**config.mk**
```make
export PLATFORM = sky130hd
export DESIGN_NAME = fsm_table_engine
export DESIGN_NICKNAME = d
export VERILOG_FILES = /design/src/rtl/fsm_table_engine.sv
export SDC_FILE = /design/constraint.sdc
export NUM_CORES = 1
export LEC_CHECK = 0
export BUFFER_PORTS_ARGS = -buffer_cell sky130_fd_sc_hd__buf_4
export CORE_ASPECT_RATIO = 1.75
export CORE_MARGIN = 8
export CORE_UTILIZATION = 52
export DETAILED_ROUTE_END_ITERATION = 10
export PLACE_DENSITY = 0.71
export SLEW_MARGIN = 30
export SYNTH_ARGS = -nofsm -noshare
export SYNTH_HDL_FRONTEND = slang
export SYNTH_SLANG_ARGS = --single-unit
```
**constraint.sdc**
```tcl
create_clock -name clk -period 6.3 [get_ports clk]
set_input_delay 1.89 -clock clk [delete_from_list [all_inputs] [get_ports clk]]
set_output_delay 1.89 -clock clk [all_outputs]
set_load 0.01 [all_outputs]
```
**src/rtl/fsm_table_engine.sv**
```systemverilog
// fsm_table_engine: table-driven Moore FSM with a runtime-loadable transition/output RAM
//   clk, reset      : clock, synchronous active-high reset
//   run, in_vec     : step enable and FSM input, sampled on stepping edges
//   cfg_we/addr/wdata/rdata : table write port and registered 1-cycle readback
//   busy, cfg_err   : post-reset sweep in progress, dropped-write pulse
//   state, out_vec, trans   : current state, registered output, state-change pulse
module fsm_table_engine #(
   parameter int SW = 3,
   parameter int IW = 1,
   parameter int OW = 3,
   parameter int RESET_STATE = 2
) (
   input  logic              clk,
   input  logic              reset,
   input  logic              run,
   input  logic [IW-1:0]     in_vec,
   input  logic              cfg_we,
   input  logic [SW+IW-1:0]  cfg_addr,
   input  logic [SW+OW-1:0]  cfg_wdata,
   output logic [SW+OW-1:0]  cfg_rdata,
   output logic              busy,
   output logic              cfg_err,
   output logic [SW-1:0]     state,
   output logic [OW-1:0]     out_vec,
   output logic              trans
);
   localparam int AW = SW + IW;
   localparam int EW = SW + OW;
   localparam logic [SW-1:0] RS = SW'(RESET_STATE);
   localparam logic [AW-1:0] LAST = '1;

   logic [EW-1:0] mem [2**AW];
   logic [AW-1:0] ptr;
   logic [EW-1:0] e;
   logic          we_ok;
   logic [AW-1:0] waddr;
   logic [EW-1:0] wdata;

   // the sweep owns the write port while busy; config writes only land when idle
   always_comb begin
      e     = mem[{in_vec, state}];
      we_ok = !reset && (busy || (cfg_we && !run));
      waddr = busy ? ptr : cfg_addr;
      wdata = busy ? {RS, {OW{1'b0}}} : cfg_wdata;
   end

   always_ff @(posedge clk)
      if (we_ok) mem[waddr] <= wdata;

   always_ff @(posedge clk) begin
      if (reset) begin
         state     <= RS;
         out_vec   <= '0;
         trans     <= 1'b0;
         cfg_err   <= 1'b0;
         cfg_rdata <= '0;
         busy      <= 1'b1;
         ptr       <= '0;
      end else begin
         cfg_rdata <= mem[cfg_addr];
         cfg_err   <= cfg_we && (busy || run);
         trans     <= 1'b0;
         if (busy) begin
            ptr  <= ptr + 1'b1;
            busy <= ptr != LAST;
         end else if (run) begin
            state   <= e[EW-1:OW];
            out_vec <= e[OW-1:0];
            trans   <= e[EW-1:OW] != state;
         end
      end
   end
endmodule

```
# Word level (Yosys, flattened, before mapping)
# Memory sizes are Yosys's and may differ from the RTL's. A register that Yosys moved wholly into a read port is not among the register bits.
# Index checks and enable logic that the tools add are counted.
totals:
  ff_bits: 13
  ram_bits: 96
  n_memories: 1
mem_list:
  columns: ["memory", "words", "width", "read_ports", "rd_ports_with_merged_regs", "write_ports", "line", "rtl"]
  rows:
  - ["mem", 16, 6, 2, 1, 1, "32", "logic [EW-1:0] mem [2**AW];"]
op_classes:
  addsub: 1
  n_eq_ne: 2
  n_mux: 5
  bitwise: 2
  n_reduce_logical: 9
ops:
  columns: ["cell", "count"]
  rows:
  - ["$mux 6", 1]
  - ["$add 4x1->4 const B", 1]
  - ["$mux 4", 1]
  - ["$ne 4x4->1 const B", 1]
  - ["$logic_and 1x1->1", 3]
  - ["$mux 1", 3]
  - ["$ne 3x3->1", 1]
  - ["$reduce_or 3->1", 1]
  - ["$logic_not 1->1", 2]
  - ["$logic_or 1x1->1", 2]
  - ["$not 1->1", 2]
  - ["$reduce_and 2->1", 1]

# Logic depth before layout (Yosys ltp)
logic_depth:
  word_depth: 6
  mapped_depth: 8

# Least setup slack after synthesis
# OpenSTA, ideal clock, no wires.
synth_path:
  path_kind: "in2reg"
  startpoint: "input cfg_addr[0]"
  endpoint: "register cfg_rdata[0], read port of mem"
  setup_ps: 122
  t_arrival_ps: 3272
  t_required_ps: 6178
  path_slack_ps: 2906
  stages: 5
  path_buffers: 2
  path_cell_list: "buf_6 -> buf_12 -> mux4_1 -> mux4_2 -> nor2b_4"
synth_lines:
  columns: ["item", "line", "rtl"]
  rows:
  - ["start: declaration", "18", "input logic [SW+IW-1:0] cfg_addr,"]
  - ["end: declaration", "20", "output logic [SW+OW-1:0] cfg_rdata,"]

# Final worst setup path
layout_path:
  startpoint: "input cfg_addr[2]"
  endpoint: "memory mem[0][3] (netlist bit) (enable)"
layout_via:
  elab_chain_len: 1
layout_rtl:
  columns: ["item", "line", "rtl"]
  rows:
  - ["$mux 4", "43", "waddr = busy ? ptr : cfg_addr;"]
  - ["end: declaration", "32", null]
# No other way between the ends.

==> summary by stage <==
Setup path
The depth of the worst register-to-register path is 5. The stage delay of the slowest cell on the critical path is 670 ps. Traced cell by cell, the critical path runs through buf_4 -> nor4b_1 -> a21oi_1 -> nor2_1 -> nand2_1 -> nor2_1. The most repeated library cell on the critical path is sky130_fd_sc_hd__nor2_1. The setup slack of the most critical reg-to-reg path is 3950 ps.

In this run the number of cells on the critical path is 6. The worst setup path is launched from a primary input. Grouping stages by cell kind, the critical path spends the most delay in simple AND/OR/NAND/NOR gates.

STA puts the critical path data arrival time at between 3000 and 4000 ps. The critical path starts at cfg_addr[2]. The type of destination of the critical path is a flip-flop. Of all nets on the critical path, the largest fanout is 8. The worst path buffer plus inverter count is 1. The slowest stage of the critical path belongs to the cell sky130_fd_sc_hd__nor2_1. The worst setup path category is in -> reg. The critical register-to-register path startpoint is busy$_SDFF_PP1_. At the worst endpoint, the required time is 6340 ps.

Yosys
Of all flip-flops after synthesis, the portion carrying an async set or reset was 0. The gate count after technology mapping is 301. Among all flip-flop cells after synthesis, the most frequent one is sky130_fd_sc_hd__edfxtp_1.

The synthesized design contains 96 enable-type register cells. The distinct cell type count of the synthesized netlist is 43. The Yosys step of the flow raised 0 warnings. The average instance area after synthesis is between 15 and 20 sq um.

The cell area after technology mapping is 5360 sq um. The number of nets in the synthesized netlist is between 300 and 400. The number of register bits inferred by synthesis is 115. The post-synthesis sequential area ratio is 0.609.

Global routing
For met3 alone, demand over resource in global routing was 0.0539. The number of global-route vias before repair is 3130. The first global-routing pass estimated 19100 microns of wire. The total grt overflow is 0. For this run, global-route usage on met2 was measured as 0.359.

Entering global routing, the biggest net connects 29 pins. The initial antenna violation count is 0. The global router's overall resource usage is 0.195. After global routing, the most crowded layer is met2. The met1 track utilization from global routing is 0.201.

Drt
Across all layers, the routed design uses 3034 vias. The final routed DRC violation total is 0. The detailed-route wire length is 12900 microns. The count of nets left with antenna violations once routing finished came out at 0. The number of DRC markers in iteration 0 is 236.

The length of the first detailed-routing pass in iterations is 5. The via count normalized by instance count is roughly 6.5. Dividing the detail-routed wire length by the instance count gives 27.6 microns.

Finish
In the layout the commonest cells are sky130_fd_sc_hd__edfxtp_1, sky130_fd_sc_hd__mux4_2, sky130_fd_sc_hd__nor2_1. The post-layout net count is approximately 340. The repair_antennas step left the layout with diodes totalling 0.

After routing the design area is 6230 sq um. The most common cell after layout, fill and taps aside is sky130_fd_sc_hd__edfxtp_1. The area growth from synthesis to layout is 16.3%. The fraction of layout cells with a size suffix above 1 is 0.317.

Power
The leakage component of the power is approximately 2.1 nW. VDD sags by at most ~280 uV. For this design the ratio of total power to cell area is a little over 300 nW/um^2.

Clock tree
The number of setup buffers added after CTS is 0. Clock latency on the worst-skew pair, taken at its later pin, is 410 ps. The count of cells resized by post-cts repair is 0. The clock root buffer master is sky130_fd_sc_hd__clkbuf_16. The H-tree was split into 4 levels. The number of sinks driven by the clock tree is 115. Clock-pin slew was measured on the worst setup and hold paths at 50 ps.

After clock tree synthesis, the flow added hold-fix buffers numbering 0. The deepest clock path buffer count is 2. TritonCTS created 17 clock buffers. The TritonCTS clock tree is yes.

Timing
The final-report hold violation count is 0. The max-slew violation total from the final report is 0. Measured against its own limit, the worst slew margin works out to 0.353. Setup violations remaining at the end of the flow were counted as 0.

The worst path needs 3440 ps of the cycle, external delays included. The final worst-path cycle share is 0.546. The maximum operating frequency is 291 MHz.

The worst setup margin is ~2900 ps. For the final routed database, the setup TNS stands at 0 ps. Setup repair after global routing left no endpoint under its margin.

For the pin with the worst max-slew slack, the measured transition is 969 ps. The worst-case clock skew is 5.46 ps.

Placed design
The instance area after placement is ~5600 sq um. The global placer's final weighted congestion is just over 0.8. Prior to clock tree synthesis, the placed netlist has a worst setup slack of 2480 ps. Port buffering added 29 buffers. After legalization and detailed placement, the total HPWL measured 8390 microns.

Worst hold path
The min-delay analysis places its worst path in the category reg -> reg. The startpoint of the worst hold path is out_vec[2]$_SDFFE_PP0P_. Along the worst hold path, the cell count comes to 2.

Floorplan
The core region is 10200 sq um. After floorplanning, the core was divided into 49 placement rows. Pin placement for this block handled 30 I/O pins. The initial utilization of the core area, before any placement, comes to 0.527.

The floorplan step set the die height to ~150 microns. The die is 92.8 microns wide. The area of the die is 13900 sq um.

Status
The run finished with clean final reports.

Job
Max-cap violations in this run came to 0.
## tightest hold or removal path, delay by kind of cell (launching register included)
kind / cells / cell delay [ps]
flops: 1 / 330
simple gates: 1 / 80
compound gates: 1 / 60
## worst paths after layout
kind,end
max reg2reg,mem[0][3]$_DFFE_PP_
max,mem[0][3]$_DFFE_PP_
min,out_vec[2]$_SDFFE_PP0P_
min reg2reg,out_vec[2]$_SDFFE_PP0P_
## report_power, final
part	internal (mW)	total, mW	switching [mW]
registers	0.827	0.834	0.00732
logic	0.0453	0.0896	0.0443
clock network	0.693	1.02	0.322
total	1.57	1.94	0.374
## sequential cells by signal (all words and copies together), names as in the netlist
register   flops
mem           96
cfg_rdata      6
ptr            4
out_vec        3
state          3
busy           1
cfg_err        1
trans          1
## cell families after synthesis
family | synth area share
mux | 0.250
buf+inv | 0.0299
compound gates | 0.0366
simple gates | 0.0623
fa+ha+maj | 0.00233
xor+xnor | 0.00980
flops | 0.609
## synthesized netlist by cell type (2+ instances only)
library cell / number / share of area
sky130_fd_sc_hd__a211oi_1: 2 / 0.0028
sky130_fd_sc_hd__a21oi_1: 9 / 0.0084
sky130_fd_sc_hd__a22oi_1: 8 / 0.011
sky130_fd_sc_hd__a32oi_1: 2 / 0.0033
sky130_fd_sc_hd__buf_2: 7 / 0.0065
sky130_fd_sc_hd__buf_4: 6 / 0.0084
sky130_fd_sc_hd__clkbuf_1: 6 / 0.0042
sky130_fd_sc_hd__dfxtp_1: 19 / 0.071
sky130_fd_sc_hd__edfxtp_1: 96 / 0.54
sky130_fd_sc_hd__inv_1: 2 / 0.0014
sky130_fd_sc_hd__mux2i_1: 6 / 0.011
sky130_fd_sc_hd__mux4_1: 14 / 0.069
sky130_fd_sc_hd__mux4_2: 39 / 0.16
sky130_fd_sc_hd__nand2_1: 8 / 0.0056
sky130_fd_sc_hd__nand2b_1: 3 / 0.0035
sky130_fd_sc_hd__nor2_1: 31 / 0.022
sky130_fd_sc_hd__nor2b_1: 10 / 0.012
sky130_fd_sc_hd__nor2b_4: 4 / 0.010
sky130_fd_sc_hd__xnor2_1: 5 / 0.0082
## metal layers
layer	part of all wire	vias up
li1	-	1290
met1	0.35	1593
met3	0.056	23
met2	0.58	128
met5	0	-
met4	0.020	0
## stage by stage
step / hold WS, ps / std cells / util / total power, mW
3_3_place_gp: 473 / 436 / 0.550 / 0.937
4_1_cts: 510 / 468 / 0.612 / 1.95
3_5_place_dp: 499 / 436 / 0.551 / 0.939
2_1_floorplan: 500 / 301 / - / 0.911
6_report: 507 / 468 / 0.612 / 1.94
5_1_grt: 556 / 468 / 0.612 / 1.98
## cell type report
cell class	count	area [sq um]
repair buffers	30	225
clock inverters	13	189
fillers	744	3940
well taps	127	159
inverters	3	11.3
multi-input cells	161	1950
flip-flops and latches	115	3270
clock buffers	19	433
(Power assumes the default switching activity.)
